$ cat src/rtl/rv32i_inst_pkg.sv
// Shared RV32I definitions: the canonical NOP encoding and the fetch-group
// bundle passed from IF to ID.
package RV32I_Inst_Pkg;

  localparam logic [31:0] INST_NOP = 32'h0000_0013;  // addi x0, x0, 0

  // Widest fetch group the front end produces; narrower configs use the low lanes.
  localparam int FG_LANES = 2;
  localparam int FG_XLEN  = 32;

  typedef struct packed {
    logic [FG_LANES-1:0][FG_XLEN-1:0] instr;
    logic [FG_LANES-1:0][FG_XLEN-1:0] addr;
    logic [FG_LANES-1:0]              lane_valid;
  } fetch_group_t;

endpackage

$ cat src/rtl/if_id_queue_ctrl.sv
// Occupancy and pointer bookkeeping for the IF/ID queue. Flush returns to the
// empty state and drops any same-cycle push or pop.
module if_id_queue_ctrl #(
  parameter int DEPTH = 2,
  localparam int PTR_W = $clog2(DEPTH),
  localparam int CNT_W = $clog2(DEPTH + 1)
) (
  input  logic             clk,
  input  logic             rst_sync,
  input  logic             flush,
  input  logic             push,
  input  logic             pop,
  output logic [PTR_W-1:0] wr_ptr,
  output logic [PTR_W-1:0] rd_ptr,
  output logic [CNT_W-1:0] count
);

  logic [PTR_W-1:0] wr_ptr_reg, wr_ptr_next;
  logic [PTR_W-1:0] rd_ptr_reg, rd_ptr_next;
  logic [CNT_W-1:0] count_reg, count_next;

  // DEPTH is a power of two, so pointers wrap naturally at PTR_W bits.
  always_comb begin
    wr_ptr_next = wr_ptr_reg;
    rd_ptr_next = rd_ptr_reg;
    count_next  = count_reg;
    if (flush) begin
      wr_ptr_next = '0;
      rd_ptr_next = '0;
      count_next  = '0;
    end else begin
      if (push) wr_ptr_next = wr_ptr_reg + PTR_W'(1);
      if (pop)  rd_ptr_next = rd_ptr_reg + PTR_W'(1);
      case ({push, pop})
        2'b10:   count_next = count_reg + CNT_W'(1);
        2'b01:   count_next = count_reg - CNT_W'(1);
        default: count_next = count_reg;
      endcase
    end
  end

  always_ff @(posedge clk) begin
    if (rst_sync) begin
      wr_ptr_reg <= '0;
      rd_ptr_reg <= '0;
      count_reg  <= '0;
    end else begin
      wr_ptr_reg <= wr_ptr_next;
      rd_ptr_reg <= rd_ptr_next;
      count_reg  <= count_next;
    end
  end

  assign wr_ptr = wr_ptr_reg;
  assign rd_ptr = rd_ptr_reg;
  assign count  = count_reg;

endmodule

$ cat src/rtl/if_id_queue.sv
// IF/ID decoupling queue: holds up to DEPTH fetch groups and presents the head
// group to decode, substituting NOPs for invalid lanes and empty cycles.
module if_id_queue
  import RV32I_Inst_Pkg::*;
#(
  parameter int LANES = 1,
  parameter int DEPTH = 2,
  parameter int XLEN  = 32,
  localparam int CNT_W = $clog2(DEPTH + 1)
) (
  input  logic                  clk,
  input  logic                  rst_sync,
  input  logic                  flush,
  input  logic                  in_valid,
  output logic                  in_ready,
  input  logic [LANES*XLEN-1:0] instr_if,
  input  logic [LANES*XLEN-1:0] instr_addr_if,
  input  logic [LANES-1:0]      lane_valid_if,
  output logic                  out_valid,
  input  logic                  out_ready,
  output logic [LANES*XLEN-1:0] instr_if_id,
  output logic [LANES*XLEN-1:0] instr_addr_if_id,
  output logic [LANES-1:0]      lane_valid_if_id,
  output logic [CNT_W-1:0]      count
);

  localparam int PTR_W = $clog2(DEPTH);

  logic [PTR_W-1:0] wr_ptr, rd_ptr;
  logic [CNT_W-1:0] count_q;
  logic             push, pop;

  logic [LANES*XLEN-1:0] instr_mem      [DEPTH];
  logic [LANES*XLEN-1:0] addr_mem       [DEPTH];
  logic [LANES-1:0]      lane_valid_mem [DEPTH];

  logic [LANES*XLEN-1:0] head_instr;
  logic [LANES*XLEN-1:0] head_addr;
  logic [LANES-1:0]      head_lane_valid;

  // Reset masks the outputs combinationally so the empty view holds during reset too.
  assign in_ready  = rst_sync || (count_q < CNT_W'(DEPTH));
  assign out_valid = !rst_sync && (count_q != '0);
  assign count     = rst_sync ? '0 : count_q;
  assign push      = in_valid && in_ready;
  assign pop       = out_valid && out_ready;

  if_id_queue_ctrl #(.DEPTH(DEPTH)) u_ctrl (
    .clk      (clk),
    .rst_sync (rst_sync),
    .flush    (flush),
    .push     (push),
    .pop      (pop),
    .wr_ptr   (wr_ptr),
    .rd_ptr   (rd_ptr),
    .count    (count_q)
  );

  always_ff @(posedge clk) begin
    if (rst_sync) begin
      for (int i = 0; i < DEPTH; i++) begin
        instr_mem[i]      <= '0;
        addr_mem[i]       <= '0;
        lane_valid_mem[i] <= '0;
      end
    end else if (push && !flush) begin
      instr_mem[wr_ptr]      <= instr_if;
      addr_mem[wr_ptr]       <= instr_addr_if;
      lane_valid_mem[wr_ptr] <= lane_valid_if;
    end
  end

  assign head_instr      = instr_mem[rd_ptr];
  assign head_addr       = addr_mem[rd_ptr];
  assign head_lane_valid = lane_valid_mem[rd_ptr];

  generate
    for (genvar gi = 0; gi < LANES; gi++) begin : g_lane
      assign instr_if_id[gi*XLEN +: XLEN] = (out_valid && head_lane_valid[gi])
                                          ? head_instr[gi*XLEN +: XLEN]
                                          : XLEN'(INST_NOP);
    end
  endgenerate

  // Addresses are never bubbled; they always track the slot at the read pointer.
  assign instr_addr_if_id = rst_sync ? '0 : head_addr;
  assign lane_valid_if_id = out_valid ? head_lane_valid : '0;

endmodule

$ cat config.mk
export PLATFORM = sky130hd
export DESIGN_NAME = if_id_queue
export DESIGN_NICKNAME = d
export VERILOG_FILES = /design/src/rtl/rv32i_inst_pkg.sv /design/src/rtl/if_id_queue_ctrl.sv /design/src/rtl/if_id_queue.sv
export SDC_FILE = /design/constraint.sdc
export NUM_CORES = 1
export LEC_CHECK = 0
export ABC_AREA = 1
export CAP_MARGIN = 30
export CORE_ASPECT_RATIO = 1.2
export CORE_MARGIN = 4
export CORE_UTILIZATION = 50
export DETAILED_ROUTE_END_ITERATION = 10
export HOLD_SLACK_MARGIN = 0.1
export PLACE_DENSITY_LB_ADDON = 0.05
export SLEW_MARGIN = 10
export SYNTH_ARGS = -nofsm -noshare
export SYNTH_HDL_FRONTEND = slang
export SYNTH_SLANG_ARGS = --single-unit
$ cat constraint.sdc
create_clock -name clk -period 5.44 [get_ports clk]
set_clock_uncertainty 0.15 [all_clocks]
set_input_delay 1.632 -clock clk [delete_from_list [all_inputs] [get_ports clk]]
set_output_delay 1.632 -clock clk [all_outputs]
set_load 0.05 [all_outputs]
Word-level counts from Yosys, hierarchy flattened

Memories as Yosys holds them, arrays and structs flattened. A register that Yosys moved wholly into a read port is not among the register bits.
Index checks and enable logic that the tools add are counted.

Muxes and demuxes: 25
Eq/ne operators: 2
Reduce and logical (&&, ||, !) cells: 14
Multiply operators: 0
Divide/modulo/power cells: 0
Order comparisons: 1
$add $sub $neg: 4
Bitwise gates (word level): 0
Shift operators: 0

Operators with widths:

| cell                                                                | number |
|---|---|
| 32-bit 2-to-1 mux                                                   | 4 |
| 32-bit OR reduction                                                 | 2 |
| 1-bit 2-to-1 mux                                                    | 19 |
| 1-bit logical AND                                                   | 5 |
| 2-bit one-hot mux with 2 select lines                               | 1 |
| 2-bit nonzero test                                                  | 2 |
| 1-bit adder (second input constant)                                 | 2 |
| 2-bit by 1-bit adder with 2-bit output (second input constant)      | 1 |
| 2-bit by 1-bit == test with 1-bit output (second input constant)    | 1 |
| 2-bit == test (second input constant)                               | 1 |
| 1-bit logical NOT                                                   | 2 |
| 2-bit < comparator (second input constant)                          | 1 |
| 2-bit 2-to-1 mux                                                    | 1 |
| 2-bit OR reduction                                                  | 1 |
| 2-bit by 1-bit subtractor with 2-bit output (second input constant) | 1 |
| 1-bit logical OR                                                    | 1 |
| 1-bit OR reduction                                                  | 1 |

Flip-flop bits (word level): 4
Bits of input ports: 70
RAM bits: 130
Memory bits (read-only): 0
Output and inout bits: 69
Memories kept: 3
Bits in latches: 0
Word-level logic and storage cells: 52

Memories:

| name           | words | bits a word | rd ports | clocked after Yosys merged registers in | write ports | RTL line          | source |
|---|---|---|---|---|---|---|---|
| addr_mem       | 2     | 32          | 1        | 1                                       | 2           | if_id_queue.sv:34 | `logic [LANES*XLEN-1:0] addr_mem [DEPTH];` |
| instr_mem      | 2     | 32          | 1        | 1                                       | 2           | if_id_queue.sv:33 | `logic [LANES*XLEN-1:0] instr_mem [DEPTH];` |
| lane_valid_mem | 2     | 1           | 1        | 1                                       | 2           | if_id_queue.sv:35 | `logic [LANES-1:0] lane_valid_mem [DEPTH];` |

Logic depth before layout (Yosys ltp)

Gate-level depths: netlist of run 1.

Depth in word-level cells: 9
Depth in mapped cells: 10
Depth with buffers taken out: 10

By module

Synthesis of run 1 repeated with hierarchy kept, for this count alone.

Cell total of the unflattened synthesis: 597
Area total of the unflattened synthesis: 6049.6 sq um

Modules (own cells, without submodules):

| module           | sequential area each (sq um) | cells each | area each (sq um) | times used |
|---|---|---|---|---|
| if_id_queue      | 3903.7                       | 572        | 5861.9            | 1 |
| if_id_queue_ctrl | 80.1                         | 25         | 187.7             | 1 |

Least setup slack after synthesis of run 1

Ideal clock, no wire load.

Path kind: input port to output port
Start point: in rst_sync
End point: out instr_if_id[22]
Stages on the path: 4
Slack: -0.029 ns
Buffers on the path: 1
Arrival time: 3.687 ns
Required time: 3.658 ns
Cell sequence: a21oi_1 -> nand2_1 -> buf_2 -> a21oi_1

Longest elaborated chain between the ends: 4

RTL lines:

| element            | RTL line          | source |
|---|---|---|
| start: declaration | if_id_queue.sv:12 | `input logic rst_sync,` |
| 1-bit logical NOT  | if_id_queue.sv:43 | `assign out_valid = !rst_sync && (count_q != '0);` |
| 1-bit logical AND  | if_id_queue.sv:43 |  |
| 1-bit logical AND  | if_id_queue.sv:79 | `assign instr_if_id[gi*XLEN +: XLEN] = (out_valid && head_lane_valid[gi])` |
| 32-bit 2-to-1 mux  | if_id_queue.sv:80 | `? head_instr[gi*XLEN +: XLEN]` |
| end: declaration   | if_id_queue.sv:21 | `output logic [LANES*XLEN-1:0] instr_if_id,` |

Every way passes these cells.

Final worst setup path of run 1

Start point: in rst_sync
End point: out instr_if_id[0]

Same word-level chain as after synthesis.

==> impl_metrics.csv, run 1 <==
group,metric,value,unit
outcome,run_status,"complete, no violations",
global_route,grt_overflow,0,
sta,fin_hold_ws,0.356,ns
finish,reg.largest.list,"addr_mem: 64 flops, instr_mem: 64 flops",
sta,layout_min_cycle_time,5.12,ns
routing,postRouteWirelength,14300,um
setup_path,critical-path-top-cell-by-count,"clkdlybuf4s50_1",
hold_path,worst_hold_path_type,"reg2reg",
sta,timing_max_transition_violations_final,0,
routing,postRouteAntennaNets,0,
finish,design.final.nets,805,
sta,report.final.setup_viol,0,
global_route,grt_first_pass_wirelength,22500,um
yosys,synthDominantCellAreaShare,66.0,%
routing,routed-via-count,4486,
yosys,synth-adder-area-share,0.211,%
sta,layout_worst_path_cycle_share,94.2,%
cts,cts_htree_levels,4,
finish,antenna_cells_inserted,0,
finish,fillCellCount,801,
global_route,grt_max_degree,67,
routing,drc_violations,0,
cts,postCtsSetupRepairBufs,0,
sta,finalSetupTns,0,ns
sta,max-slew-margin-rel,39.0,%
setup_path,start_kind,"input pin",
setup_path,timing.critical_path.to_type,"output port",
sta,setup_repair_after_global_routing_missed_its_margin,"false",
finish,area_delta_synth_final,45.5,%
setup_path,worstPathArrival,3.34,ns
run,drv_cap,0,
finish,area_of_combinational_cells_with_multiple_inputs,1470,sq um
sta,max_freq,0.195,GHz
pwr,power.density_cell_area,298,nW/um^2
setup_path,worstSetupPathType,"in2out",
placement,globalplace.congestion,0.763,
cts,ctsLongestPathBuffers,2,
yosys,synth_largest_area_cell,"edfxtp_1",
routing,detailedRoute.firstPassIterationCount,5,
die,core,11600,sq um
die,floorplan.io_pins,139,
cts,clock-root-buffer,"clkbuf_16",
global_route,number_of_global_route_vias_before_repair,4665,
setup_path,regToRegStartpoint,"u_ctrl.count[1]$_SDFFE_PP0P_",
cts,cts.hold.buffers_added,0,
yosys,synthesis.area_per_instance,9.81,sq um
yosys,synth_top_family_by_area,"simple AND/OR/NAND/NOR gates",
pwr,total_leakage_power,3.65,nW
routing,drt_first_iter_violations,181,
yosys,synth-compound-area-share,5.41,%
sta,worst_pin_slew,0.914,ns
cts,worst_skew_pair.late_latency,0.40,ns
yosys,synthesis.area,5920,sq um
setup_path,cpMaxStageDelayCell,"clkdlybuf4s50_1",
yosys,yosys_warnings,0,
die,floorplan.die.width,107,um
placement,numPortBuffers,138,
yosys,ranking_of_synthesized_cells_by_area,"edfxtp_1 66%, nor2_1 13%, inv_1 4.9%",
yosys,synth_seq_area_share,67.7,%
cts,cts_made_buffers,17,
yosys,multiplexer_fraction_of_the_synthesized_cell_area,0,%
cts,clkTransAtPathRegs,0.05,ns
yosys,ys_types,14,
die,placementRows,43,
die,starting_density_of_the_core,51.2,%
global_route,number_of_antenna_violations_at_the_first_check_in_global_routing,0,
setup_path,worstPathMaxFanout,5,
finish,final_layout_size_suffix_gt1_share,14.2,%
routing,routedWlPerCell,15.9,um
finish,sequential_cell_area,4010,sq um
die,design.die.area,13600,sq um
setup_path,critical_path.max_stage_delay,0.73,ns
yosys,syn_inst,603,
yosys,synth_simple_gate_area_share,18.8,%
yosys,syn_nets,674,
setup_path,required,3.66,ns
pwr,total_design_power,2.57,mW
hold_path,worst_hold_startpoint,"u_ctrl.wr_ptr$_SDFFE_PP0P_",
sta,final-hold-violation-count,0,
cts,clock_sink_count,135,
cts,tritoncts,"built",
setup_path,cp-startpoint,"rst_sync",
yosys,synthXorXnorAreaFrac,0,%
global_route,grt_use_total,21.5,%
cts,ctsResizeCount,0,
yosys,postSynthRegisterBits,135,
routing,routed_via_density,4.96,
pwr,vdd.ir_drop.worst,0.223,mV
die,die_height,127,um
setup_path,crit_chain,"clkdlybuf4s50_1, a21oi_2, nand4_1, clkdlybuf4s50_1",
placement,detailedPlacementHpwl,8570,um
==> final cells by class <==
class	instances	area share, %
Tap cell	157	2.28
Multi-Input combinational cell	356	17.1
Clock buffer	18	4.98
Timing Repair Buffer	146	24.2
Inverter	78	3.40
Sequential cell	135	46.5
Clock inverter	14	1.57
==> report_power, final <==
group	internal [mW]	total (mW)	switching, mW	leakage, nW
Combinational	0.118	0.272	0.154	1.98
Clock	0.668	1.09	0.418	0.277
Sequential	1.19	1.21	0.0138	1.39
Total	1.98	2.57	0.585	3.65
==> layout by cell type (no fill, tap or decap), drive strengths merged, types with 3 or more instances in the layout <==
master | netlist | final
nand3 | 3 | 3
clkinv | 0 | 10
clkbuf | 12 | 18
inv | 78 | 78
edfxtp | 130 | 130
a21oi | 31 | 31
nand2 | 78 | 78
nor2 | 204 | 204
dfxtp | 5 | 5
clkdlybuf4s50 | 0 | 76
nand4 | 5 | 5
o21ai | 33 | 33
buf | 22 | 70
==> per-layer routing <==
layer	up-vias	track usage [%]	share of wire [%]	routed length, um
li1	2189	-	-	-
met1	2124	24.2	38	5450
met2	158	39.8	54	7780
met3	15	5.46	6.5	938
met4	0	6.40	1.2	165
met5	-	0	0	0
==> through the flow <==
stage | instance area (sq um) | util [%] | worst slack, ns | cells
3_3_place_gp | 8020 | 69.3 | 0.380 | 871
4_1_cts | 8580 | 74.2 | 0.342 | 903
3_5_place_dp | 8020 | 69.3 | 0.342 | 871
2_1_floorplan | 5920 | - | 0.384 | 603
6_report | 8610 | 74.4 | 0.317 | 904
5_1_grt | 8610 | 74.4 | 0.256 | 904
==> synth_stat cells (all sizes together) <==
cell type	instances
a21oi	31
buf	22
clkbuf	12
dfxtp	5
edfxtp	130
ha	1
inv	78
nand2	78
nand3	3
nand3b	1
nand4	5
nor2	204
o21ai	33
==> logic make-up (layout without fill, tap and decap cells) <==
group	count (synthesis)	after routing
buf+inv	112	256
fa+ha+maj	1	1
simple gates	291	291
flops	135	135
compound gates	64	64
==> worst max-delay path, delay by kind of cell <==
family                 cells  cell delay, ns
AO/OA/AOI/OAI              1            0.32
AND/OR/NAND/NOR            1            0.16
buffers and inverters      2            1.22
==> path summary, 6_finish.rpt <==
kind / end / slack, ns / cells after the start
worst max register to register: instr_mem[0][10]$_SDFFCE_PN0P_ / 3.22 / 5
worst min register to register: u_ctrl.wr_ptr$_SDFFE_PP0P_ / 0.36 / 2
worst max-delay path: instr_if_id[0] / 0.32 / 4
worst min-delay path: u_ctrl.wr_ptr$_SDFFE_PP0P_ / 0.36 / 2
No activity file was read; power rests on OpenSTA's default activity.
==> run 2, diff against run 1 <==
--- a/config.mk
+++ b/config.mk
@@ -17,3 +17,4 @@
 export SYNTH_ARGS = -nofsm -noshare
 export SYNTH_HDL_FRONTEND = slang
 export SYNTH_SLANG_ARGS = --single-unit
+export TNS_END_PERCENT = 5
==> results of run 2 <==
Same layout as run 1: the final DEF is identical, and so are final timing and power.
